**config.mk**
```make
export PLATFORM = sky130hd
export DESIGN_NAME = rfile_sb
export DESIGN_NICKNAME = d
export VERILOG_FILES = /design/src/rtl/rfile_pkg.sv /design/src/rtl/rfile_sb_sweep.sv /design/src/rtl/rfile_sb.sv
export SDC_FILE = /design/constraint.sdc
export NUM_CORES = 1
export LEC_CHECK = 0
export CORE_MARGIN = 1.5
export CORE_UTILIZATION = 30
export DETAILED_ROUTE_END_ITERATION = 12
export HOLD_SLACK_MARGIN = 0.06
export PLACE_DENSITY = 0.58
export SETUP_SLACK_MARGIN = 0.4
export SLEW_MARGIN = 15
export SYNTH_ARGS = -nofsm -noshare
export SYNTH_HDL_FRONTEND = slang
export SYNTH_HIERARCHICAL = 1
export SYNTH_SLANG_ARGS = --single-unit
```
**constraint.sdc**
```tcl
create_clock -name clk -period 3.2 [get_ports clk]
set_input_delay 0.48 -clock clk [delete_from_list [all_inputs] [get_ports clk]]
set_output_delay 0.48 -clock clk [all_outputs]
set_load 0.1 [all_outputs]
```
**src/rtl/rfile_pkg.sv**
```systemverilog
// Shared definitions for the scoreboarded register file.
//   XLEN_DEF      : default data width
//   sweep_state_t : clear-engine state encoding
//   addr_w()      : address width for a given register count
package rfile_pkg;

  localparam int XLEN_DEF = 32;

  typedef enum logic {
    SWEEP = 1'b0,
    IDLE  = 1'b1
  } sweep_state_t;

  // Smallest w with 2**w >= n (n >= 2 in practice).
  function automatic int addr_w(input int n);
    int w;
    w = 0;
    for (int i = 0; i < 31; i++) begin
      if ((1 << i) < n) w = i + 1;
    end
    return w;
  endfunction

endpackage

```
**src/rtl/rfile_sb_sweep.sv**
```systemverilog
// Clear engine for rfile_sb: walks every register index once, writing zero,
// after reset or on a clear request, then parks in IDLE.
// Ports:
//   clk, reset   : clock, asynchronous active-high reset
//   clr_req      : restart the sweep (only looked at in IDLE)
//   ready        : high in IDLE
//   sweep_we     : array write strobe for the zeroing pass
//   sweep_addr   : index being zeroed this cycle
//   busy_clr     : clear the whole scoreboard at the next edge
//
// state | meaning
// ------+----------------------------------------------
// SWEEP | zeroing reg[cnt], one register per edge
// IDLE  | array usable, waiting for clr_req
module rfile_sb_sweep
  import rfile_pkg::*;
#(
  parameter int NREG = 32,
  parameter int AW   = 5
) (
  input  logic          clk,
  input  logic          reset,
  input  logic          clr_req,
  output logic          ready,
  output logic          sweep_we,
  output logic [AW-1:0] sweep_addr,
  output logic          busy_clr
);

  sweep_state_t  state_q, state_d;
  logic [AW-1:0] cnt_q, cnt_d;

  always_ff @(posedge clk or posedge reset) begin
    if (reset) begin
      state_q <= SWEEP;
      cnt_q   <= '0;
    end else begin
      state_q <= state_d;
      cnt_q   <= cnt_d;
    end
  end

  // NREG is a power of two, so the counter wraps to 0 by itself as it
  // leaves the last index.
  always_comb begin
    state_d = state_q;
    cnt_d   = cnt_q;
    case (state_q)
      SWEEP: begin
        cnt_d = cnt_q + 1'b1;
        if (cnt_q == AW'(NREG - 1)) state_d = IDLE;
      end
      IDLE: begin
        if (clr_req) begin
          state_d = SWEEP;
          cnt_d   = '0;
        end
      end
      default: state_d = SWEEP;
    endcase
  end

  always_comb begin
    ready      = (state_q == IDLE);
    sweep_we   = (state_q == SWEEP);
    sweep_addr = cnt_q;
    busy_clr   = sweep_we | (ready & clr_req);
  end

endmodule

```
**src/rtl/rfile_sb.sv**
```systemverilog
// Parametrised register file with per-register busy scoreboard,
// hardwired-zero x0 and a sequential clear engine.
// Ports:
//   clk, reset        : clock, asynchronous active-high reset
//   clr_req / ready   : request a full clear / array usable
//   rd_en, rd_addr    : NRP read ports, port p address at [p*AW +: AW]
//   rd_data, rd_busy  : combinational read data and busy bit per port
//   wr_en/addr/data   : writeback port, clears busy of the destination
//   rsv_en/addr       : reserve a destination; rsv_ok when accepted
// Optional build macro RFILE_SB_BYPASS_EN: forward same-cycle writeback
// data onto matching read ports.
module rfile_sb
  import rfile_pkg::*;
#(
  parameter  int XLEN = XLEN_DEF,
  parameter  int NREG = 32,
  parameter  int NRP  = 2,
  localparam int AW   = addr_w(NREG)
) (
  input  logic                clk,
  input  logic                reset,
  input  logic                clr_req,
  output logic                ready,
  input  logic [NRP-1:0]      rd_en,
  input  logic [NRP*AW-1:0]   rd_addr,
  output logic [NRP*XLEN-1:0] rd_data,
  output logic [NRP-1:0]      rd_busy,
  input  logic                wr_en,
  input  logic [AW-1:0]       wr_addr,
  input  logic [XLEN-1:0]     wr_data,
  input  logic                rsv_en,
  input  logic [AW-1:0]       rsv_addr,
  output logic                rsv_ok
);

  logic [XLEN-1:0] mem [NREG];
  logic [NREG-1:0] busy;
  logic            sweep_we;
  logic [AW-1:0]   sweep_addr;
  logic            busy_clr;
  logic            wr_fire;

  rfile_sb_sweep #(
    .NREG (NREG),
    .AW   (AW)
  ) u_sweep (
    .clk        (clk),
    .reset      (reset),
    .clr_req    (clr_req),
    .ready      (ready),
    .sweep_we   (sweep_we),
    .sweep_addr (sweep_addr),
    .busy_clr   (busy_clr)
  );

  assign wr_fire = ready & wr_en & (wr_addr != '0);
  assign rsv_ok  = ready & rsv_en & ((rsv_addr == '0) | ~busy[rsv_addr]);

  // Array contents are not reset; the sweep zeroes them instead.
  always_ff @(posedge clk) begin
    if (sweep_we)     mem[sweep_addr] <= '0;
    else if (wr_fire) mem[wr_addr]    <= wr_data;
  end

  // Reservation is applied after the write so it wins on a shared address.
  always_ff @(posedge clk or posedge reset) begin
    if (reset) begin
      busy <= '0;
    end else if (busy_clr) begin
      busy <= '0;
    end else begin
      if (wr_fire) busy[wr_addr] <= 1'b0;
      if (rsv_ok && rsv_addr != '0) busy[rsv_addr] <= 1'b1;
    end
  end

  for (genvar p = 0; p < NRP; p++) begin : g_rd
    logic [AW-1:0]   a;
    logic [XLEN-1:0] d;
    logic            b;

    assign a = rd_addr[p*AW +: AW];

    always_comb begin
      d = '0;
      b = 1'b0;
      if (ready && rd_en[p] && a != '0) begin
        d = mem[a];
        b = busy[a];
`ifdef RFILE_SB_BYPASS_EN
        if (wr_en && wr_addr == a) begin
          d = wr_data;
          b = 1'b0;
        end
`endif
      end
    end

    assign rd_data[p*XLEN +: XLEN] = d;
    assign rd_busy[p]              = b;
  end

endmodule

```
# Yosys cells after proc, flatten, opt, wreduce, memory -nomap -nowiden
# Memories as Yosys holds them, arrays and structs flattened.
# Index checks and enable logic that the tools add are counted.
[op_classes]
magnitude_cmp = 6
n_mux = 30
addsub = 1
bitwise = 12
eq_ne = 2
reduce_logical = 13
[op_table]
columns = ["operator", "n"]
rows = [
  ["32-bit two-way mux", 7],
  ["32-bit bitwise AND", 1],
  ["32-bit inverter", 1],
  ["32-bit OR", 1],
  ["32-bit OR reduction", 1],
  ["5-bit by 6-bit less-than comparator with 1-bit output, second input constant", 4],
  ["5-bit nonzero test", 4],
  ["1-bit binary-select mux with 5-bit select", 3],
  ["1-bit two-way mux", 14],
  ["1-bit demux with 5-bit select", 2],
  ["5-bit by 1-bit >= comparator with 1-bit output, second input constant", 2],
  ["5-bit two-way mux", 2],
  ["5-bit case mux with 2 select lines", 1],
  ["1-bit logical AND", 7],
  ["5-bit by 1-bit adder with 5-bit output, second input constant", 1],
  ["1-bit bitwise AND", 5],
  ["5-bit equality test, second input constant", 1],
  ["5-bit zero test", 1],
  ["2-bit inequality test, second input constant", 1],
  ["1-bit inverter", 2],
  ["1-bit OR", 2],
  ["1-bit case mux with 2 select lines", 1],
]
[totals]
memories = 1
reg_bits = 38
ram_bits = 1024
[memory_table]
columns = ["name", "depth", "width", "rd", "rd_clocked_by_memory_dff", "wr", "line_no", "text"]
rows = [
  ["mem", 32, 32, 2, 0, 1, "rfile_sb.sv:36", "logic [XLEN-1:0] mem [NREG];"],
]

# Longest topological paths before layout
# Gate-level depths: netlist of the first run.
[logic_depth]
ltp_word = 11
depth_mapped = 10
depth_no_buf = 6

# By module
# The synthesis of the first run kept the hierarchy.
[modules_own_cells]
columns = ["mod", "area_per_inst_um2", "seq_area_each_um2", "n_inst", "cells_per_inst"]
rows = [
  ["rfile_sb", 50673.6, 31550.3, 1, 3099],
  ["rfile_sb_sweep", 287.8, 150.1, 1, 27],
]

# Worst setup path before layout of the first run
# OpenSTA, ideal clock, no wires.
[synth_path]
kind = "reg-to-reg"
from = "reg u_sweep.state_q (netlist: u_sweep/ready)"
to = "mem mem[16][0] in the netlist's numbering, enable pin"
synth_period_minus_slack_ns = 4.118
required_ns = 2.779
t_arrival_ns = 3.697
path_stages_with_launch = 7
setup_slack_ns = -0.918
setup_ns = 0.421
path_buffers = 1
path_cell_list = "dfrtp_1 > inv_1 > and3b_1 > o41a_1 > buf_2 > a31oi_1 > nor2_1"
[synth_between]
elab_chain_cells = 7
[synth_rtl]
columns = ["item", "line_no", "text"]
rows = [
  ["from (decl)", "rfile_sb_sweep.sv:30", "sweep_state_t state_q, state_d;"],
  ["from (signal assigned)", "rfile_sb_sweep.sv:38", "state_q <= state_d;"],
  ["1-bit bitwise AND (2 in a row)", "rfile_sb.sv:56", "assign wr_fire = ready & wr_en & (wr_addr != '0);"],
  ["1-bit two-way mux", "rfile_sb.sv:62", "else if (wr_fire) mem[wr_addr] <= wr_data;"],
  ["1-bit two-way mux", "rfile_sb.sv:61", "if (sweep_we) mem[sweep_addr] <= '0;"],
  ["1-bit two-way mux (not written as such)", "rfile_sb.sv:62", ""],
  ["32-bit OR reduction (no source line)", "--", ""],
  ["5-bit two-way mux (no source line) or 1-bit two-way mux (tied branches)", "--", ""],
  ["to (decl)", "rfile_sb.sv:36", ""],
]
# Several ways; a longest one is shown, not always the timed one.

# Worst setup path after layout of the first run
[layout_path]
from = "in rsv_addr[0]"
to = "out rsv_ok"
[layout_between]
elab_chain_cells = 5
[layout_rtl]
columns = ["item", "line_no", "text"]
rows = [
  ["from (decl)", "rfile_sb.sv:32", "input logic [AW-1:0] rsv_addr,"],
  ["1-bit binary-select mux with 5-bit select", "rfile_sb.sv:57", "assign rsv_ok = ready & rsv_en & ((rsv_addr == '0) | ~busy[rsv_addr]);"],
  ["1-bit two-way mux (not written as such)", "rfile_sb.sv:57", ""],
  ["1-bit inverter", "rfile_sb.sv:57", ""],
  ["1-bit OR (*)", "rfile_sb.sv:57", ""],
  ["1-bit bitwise AND (*)", "rfile_sb.sv:57", ""],
  ["to (decl)", "rfile_sb.sv:33", "output logic rsv_ok"],
]
# Every way passes the cells marked *; elsewhere a longest branch is shown, timed or not. The select of a mux whose other input is x is not followed.

==> key figures, run 1 <==
Drt
  • DR WL/cell: 30.0 um
  • Iteration-0 DRC Markers: 3,513
  • Number of remaining DRC errors: 0
  • First-pass DRT Iterations: 5
  • DR vias/cell: 5.80
  • Antenna Violating Nets Remaining: 0
  • WL final: 175,000 um
  • Via Count: 33,897

Power
  • Sequential power share: 45.7%
  • Pwr Total: 36.2 mW
  • Clock share of power: 35.8%
  • Psw: 9.94 mW
  • Combinational fraction of design power: 18.5%
  • Leak Pwr: 22.9 nW
  • Power Internal: 26.3 mW
  • PwrDens: 551 nW/um2
  • Peak supply drop: 427 uV
  • Switching portion of total power: 27.5%

Timing
  • Final hold vios: 0
  • Final setup fails: 0
  • Max Slew Vio Count: 0
  • Max-slew headroom: 53.3%
  • Clock Skew: 0.0210 ns
  • RSZ-0062 raised after global routing: true
  • F_max: 319 MHz
  • Post-route minimum period: 3.14 ns
  • Setup TNS: 0 ns
  • Worst slew pin tran: 0.700 ns
  • Fin crit share: 98.0%

Critical path
  • R2R depth: 8
  • WP data arrival: 2.66 ns
  • Crit Path Class: input pin to output port
  • Top delay family on crit path: buffers and inverters
  • Crit-path most repeated cell: buf_12
  • Crit path depth: 8
  • Crit path cell chain: clkdlybuf4s50_1, buf_12, mux2i_2, nor3_1, or4_1, a211o_1, a21oi_4, buf_12
  • Maximum fanout along the worst path: 10
  • R2R setup slack: 0.42 ns
  • Slowest CP cell: clkdlybuf4s50_1
  • Max incr delay on CP: 0.51 ns
  • Critical Path Start Type: input pin
  • Critical Path RT: 2.72 ns
  • CP Capture Type: output port
  • Crit path buffers/inverters: 3

Worst hold path
  • Worst Hold Class: input pin to register
  • Min-Delay Path Depth: 2

Synthesis
  • Syn Area/Cell: 16.3 um2
  • Synth Register Bits: 1,062
  • Post-synth EDFFs: 1,024
  • Syn Inst Count: 3,126
  • Ys flop type: edfxtp_1
  • Ys async rst share: 3.58%
  • Synthesized cell area: 51,000 um2
  • Yosys warning count: 6
  • Synth area leader: edfxtp_1
  • Top-area cell type share of the netlist area: 60.3%
  • Syn Nets: 3,187
  • Unique masters post-synth: 47
  • Synth area leaders: edfxtp_1, mux4_2, mux2i_1, a221oi_1, a22oi_1
  • Sequential fraction of the synthesis area: 62.2%

Finish
  • Post-layout instance area: 65,700 um2
  • Final net count: 3,597
  • Diodes inserted: 0
  • Fraction of layout cells with a size suffix above 1: 34.7%
  • Area growth, synth to finish: 28.9%
  • Final core utilization: 38.8%

Clock tree
  • H-tree lvl count: 3
  • Num Clock Sinks: 1,062
  • Clock slew seen by the registers of the worst setup and hold paths: 0.06 ns
  • Clk root buf: clkbuf_16
  • Clock Latency Late Sink: 0.74 ns
  • CTS Buffer Depth: 3
  • CTS Buf Count: 111
  • CTS tree: done

Floorplan
  • Die ar.: 172,000 um2
  • Die X: 415 um
  • # rows: 151
  • Top-level I/O count: 127
  • Core area: 169,000 um2
  • Starting Density: 30.1%
  • Die height: 415 um

Global route
  • First-pass GRT wire length: 246,000 um
  • Antenna violations before repair: 1
  • Largest net degree at the start of global routing: 67
  • Tot GR Track Use: 19.6%
  • Vias in the first global route: 33,922
  • GRT overflow: 0

Placement
  • DP HPWL: 104,000 um
  • Dpl cell area: 59,000 um2
  • Port Buf Inserts: 126
  • GP Congestion: 0.818

Run
  • Max Cap Violations: 0

Outcome
  • Status: finished, final reports clean
kinds of logic (layout without fill, tap and decap cells):
family	after synthesis	in the layout	share of synthesized area, %
compound gates	672	672	9.87
buf+inv	264	767	2.35
simple gates	322	322	2.94
fa+ha+maj	2	2	0.0491
flops	1062	1062	62.2
mux	804	804	22.6
cell type report:
| class | instances | area [um2] |
|---|---|---|
| tap | 2218 | 2780 |
| multi-input combinational | 1800 | 19900 |
| timing repair buffer | 553 | 7700 |
| inverter | 8 | 35.0 |
| clock buffer | 138 | 2910 |
| sequential | 1062 | 31700 |
| fill | 15266 | 103000 |
| clock inverter | 68 | 664 |
timing repair:
action,in CTS,in global routing
setup endpoints to repair,67,300
setup buffers,32,50
hold buffers,1,0
pin swaps,116,73
endpoints found under the hold margin,6,0
gates resized for setup,232,204
gates cloned,17,6
stage by stage:
| step | hold slack (ns) | worst slack, ns | cells |
|---|---|---|---|
| 3_5_place_dp | 0.570 | -0.0598 | 5535 |
| 3_3_place_gp | 0.572 | -0.0584 | 5535 |
| 5_1_grt | 0.331 | 0.0181 | 5847 |
| 2_1_floorplan | 0.271 | 0.132 | 3126 |
| 6_report | 0.328 | 0.0644 | 5847 |
| 4_1_cts | 0.285 | 0.0304 | 5791 |
sequential cells by signal, indices dropped and copies added (netlist names):
| name | cells |
|---|---|
| u_sweep/sweep_addr | 5 |
| mem | 1024 |
| u_sweep/ready | 1 |
| busy | 32 |
power by group through the flow:
stage | sequential, mW | clock [mW] | combinational [mW]
2_1_floorplan | 16.7 | 0 | 3.32
3_3_place_gp | 16.8 | 0 | 5.98
3_5_place_dp | 16.8 | 0 | 6.02
4_1_cts | 16.5 | 13.1 | 6.36
5_1_grt | 16.6 | 13.6 | 6.95
6_report | 16.6 | 13.0 | 6.69
cells in the mapped netlist, types with 2 or more instances:
cell / n
mux2i_1: 524
buf_1: 11
or2_2: 2
nand3b_1: 2
nand2_1: 33
a31oi_1: 5
buf_6: 4
or3b_2: 2
ha_1: 2
edfxtp_1: 1024
dfrtp_1: 38
and3_1: 5
mux2_2: 4
mux4_2: 276
o32a_1: 2
buf_2: 76
buf_4: 22
nor2b_1: 39
nor4_1: 2
o21ai_0: 168
o2bb2ai_1: 2
nor2_1: 173
a221oi_1: 256
nor3b_1: 3
nor3_1: 7
nand2b_1: 7
inv_1: 8
nand3_1: 10
o32ai_1: 2
a22oi_1: 128
o21ai_1: 2
a22o_1: 68
and2_1: 32
o31ai_1: 32
clkbuf_1: 143
worst register-to-register path, cell delays in order (launching register included):
cell and delay [ns]:
dfrtp_4 0.50, buf_4 0.19, inv_1 0.08, buf_4 0.15, or3b_2 0.48, o21ai_0 0.10, nand2_1 0.34, nor2_4 0.32
buf_4 0.28
cell usage in the layout, fill, tap and decap left out, drive strengths merged, types with 39 or more instances in the layout:
cell type      netlist  final
clkinv               0     44
edfxtp            1024   1024
mux4               276    276
buf                113    488
a22oi              128    128
a22o                68     68
a221oi             256    256
o21ai              171    171
clkdlybuf4s50        0     50
mux2i              524    524
nor2               173    173
nor2b               39     39
clkbuf             143    146
worst paths after layout:
check / startpoint / end
worst max-delay path: rsv_addr[0] / rsv_ok
worst min-delay path: clr_req / u_sweep/sweep_addr[1]
worst max register to register: u_sweep/ready / mem[12][9]
worst min register to register: busy[0] / busy[0]
max in group asynchronous: reset / busy[8]
min in group asynchronous: reset / u_sweep/sweep_addr[2]
per-layer routing:
metal	wire length, um	vias up	global-route usage [%]
li1	-	14050	-
met1	74600	17941	27.2
met2	81900	1576	31.3
met3	13100	330	3.28
met4	5500	0	6.04
met5	0	-	0
No activity file was read; power rests on OpenSTA's default activity.
==> run 2, diff against run 1 <==
--- a/config.mk
+++ b/config.mk
@@ -7,6 +7,7 @@
 export LEC_CHECK = 0
 export CORE_MARGIN = 1.5
 export CORE_UTILIZATION = 30
+export CTS_BUF_LIST = sky130_fd_sc_hd__clkbuf_8 sky130_fd_sc_hd__clkbuf_16
 export DETAILED_ROUTE_END_ITERATION = 12
 export HOLD_SLACK_MARGIN = 0.06
 export PLACE_DENSITY = 0.58
==> run 2 against run 1 <==
  * Setup slack about the same
  * Register-to-register slack barely moved
  * Sequential share of layout area is the same
  * Sequential power barely moved
  * Final cell count stayed put
  * Utilization did not move
  * Clock-buffer cell count is 25 lower
  * Global-route usage hardly changed
  * Cell area did not move
  * Hold slack better by 0.0027 ns
  * Die area stayed put
==> key figures, run 2 (synthesized netlist as in run 1, its figures left out) <==
Placement
  • Port Buf Inserts: 126 (unchanged)
  • GP Congestion: 0.818 (unchanged)
  • Dpl cell area: 59,000 um2 (unchanged)
  • DP HPWL: 104,000 um (unchanged)

Finish
  • Max FFs per register: 1,024 (unchanged)
  • Multi-input gate area: 19,900 um2 (unchanged)
  • Final net count: 3,597 (unchanged)
  • Area growth, synth to finish: 28.9% (unchanged)
  • Filler Cell Count: 15,266 (unchanged)
  • Sequential cell area: 31,700 um2 (unchanged)
  • Post-layout instance area: 65,700 um2 (unchanged)
  • Fraction of layout cells with a size suffix above 1: 34.7% (unchanged)
  • Most common cell after layout, fill and taps aside: edfxtp_1 (unchanged)
  • Largest register by flop count: mem (unchanged)
  • Diodes inserted: 0 (unchanged)
  • Most frequent cells in the layout: edfxtp_1, mux2i_1, mux4_2 (unchanged)

Clock tree
  • Clk root buf: clkbuf_16 (unchanged)
  • Clock slew seen by the registers of the worst setup and hold paths: 0.06 ns (about the same)
  • Num Clock Sinks: 1,062 (unchanged)
  • CTS Buf Count: 111 (unchanged)
  • H-tree lvl count: 3 (unchanged)
  • Clock Latency Late Sink: 0.74 ns (about the same)
  • CTS tree: done (unchanged)
  • CTS Buffer Depth: 3 (unchanged)

Critical path
  • Critical Path Start Type: input pin (unchanged)
  • Critical Path RT: 2.72 ns (about the same)
  • CP Capture Type: output port (unchanged)
  • R2R setup slack: 0.42 ns (about the same)
  • WP data arrival: 2.66 ns (about the same)
  • Crit path from: rsv_addr[0] (unchanged)
  • Maximum fanout along the worst path: 10 (unchanged)
  • Worst R2R Start: u_sweep/ready (unchanged)
  • R2R depth: 8 (unchanged)
  • Reg2reg end: mem[12][10] (was mem[12][9])
  • Crit Path Class: input pin to output port (unchanged)

Global route
  • Tot GR Track Use: 19.6% (about the same)
  • Antenna violations before repair: 1 (unchanged)
  • Vias in the first global route: 33,921 (was 33,922)
  • GRT overflow: 0 (unchanged)
  • Largest net degree at the start of global routing: 67 (unchanged)
  • First-pass GRT wire length: 246,000 um (about the same)

Power
  • Peak supply drop: 427 uV (about the same)
  • PwrDens: 550 nW/um2 (was 551 nW/um2)
  • Leak Pwr: 23.0 nW (was 22.9 nW)

Drt
  • First-pass DRT Iterations: 6 (was 5)
  • Iteration-0 DRC Markers: 3,508 (was 3,513)
  • DR vias/cell: 5.79 (was 5.80)
  • Antenna Violating Nets Remaining: 0 (unchanged)
  • DR WL/cell: 30.0 um (about the same)
  • Via Count: 33,868 (was 33,897)
  • Number of remaining DRC errors: 0 (unchanged)
  • WL final: 175,000 um (about the same)

Timing
  • Worst slew pin tran: 0.688 ns (was 0.700 ns)
  • Fin crit share: 98.0% (about the same)
  • F_max: 319 MHz (about the same)
  • Minimum hold slack: 0.330 ns (was 0.328 ns)
  • Post-route minimum period: 3.14 ns (about the same)
  • Final setup fails: 0 (unchanged)
  • RSZ-0062 raised after global routing: true (unchanged)
  • Clock Skew: 0.0194 ns (was 0.0210 ns)
  • Final hold vios: 0 (unchanged)
  • Max Slew Vio Count: 0 (unchanged)
  • Max-slew headroom: 54.2% (was 53.3%)

Worst hold path
  • Worst Hold Class: input pin to register (unchanged)
  • Worst hold start: clr_req (unchanged)
  • Worst Hold Path EP: u_sweep/sweep_addr[1] (unchanged)
  • Min-Delay Path Depth: 2 (unchanged)

Floorplan
  • Die ar.: 172,000 um2 (unchanged)
  • Die X: 415 um (unchanged)
  • # rows: 151 (unchanged)
  • Starting Density: 30.1% (unchanged)
  • Top-level I/O count: 127 (unchanged)
  • Die height: 415 um (unchanged)
  • Core area: 169,000 um2 (unchanged)

Outcome
  • Status: finished, final reports clean (unchanged)

Run
  • Max Cap Violations: 0 (unchanged)
run 2: layer usage:
metal	wire, um	GRT usage [%]	vias up
met5	0	0	-
met4	5480	6.04	0
met2	81900	31.3	1574
met1	74900	27.2	17907
li1	-	-	14054
met3	12900	3.28	333
run 2: timing repair:
| action | CTS | global route |
|---|---|---|
| buffers inserted | 32 | 50 |
| hold buffers | 1 | 0 |
| endpoints found under the hold margin | 6 | 0 |
| gates cloned | 17 | 6 |
| gates resized for setup | 232 | 204 |
| pin swaps | 116 | 73 |
| setup endpoints to repair | 67 | 300 |
run 2: worst max-delay path by stage:
| stage | slack (ns) | end | depth (start not counted) |
|---|---|---|---|
| finish | 0.06 | rsv_ok | 8 |
| CTS | 0.03 | rd_data[30] | 4 |
| global placement | -0.06 | rd_data[48] | 10 |
| detailed placement | -0.06 | rd_data[55] | 10 |
| floorplan | 0.13 | rd_data[43] | 7 |
| global route | 0.02 | rsv_ok | 6 |
run 2: per-stage QoR:
step	setup slack [ns]	total power, mW	util (%)	TNS [ns]	cells
after floorplan	0.132	20.0	-	0	3126
after global placement	-0.0584	22.8	34.9	-0.0945	5535
after detailed placement	-0.0598	22.9	34.9	-0.0969	5535
after CTS	0.0304	36.0	38.0	0	5791
after global routing	0.0181	37.1	38.8	0	5847
final	0.0642	36.1	38.8	0	5847
run 2: critical path, cell delays in order:
cell             delay, ns
clkdlybuf4s50_1       0.51
buf_12                0.15
mux2i_2               0.24
nor3_1                0.07
or4_1                 0.48
a211o_1               0.36
a21oi_4               0.17
buf_12                0.19
run 2: layout make-up:
class | instances | share of cell area, %
Sequential cell | 1062 | 48.3
Multi-Input combinational cell | 1800 | 30.3
Timing Repair Buffer | 553 | 11.7
Clock buffer | 113 | 4.29
Tap cell | 2218 | 4.23
Clock inverter | 93 | 1.15
Inverter | 8 | 0.0533
run 2: power by group:
group | switching, mW | leakage, nW | internal [mW]
Sequential | 0.403 | 10.0 | 16.2
Clock | 5.63 | 1.84 | 7.26
Combinational | 3.93 | 11.1 | 2.76
Total | 9.96 | 23.0 | 26.2
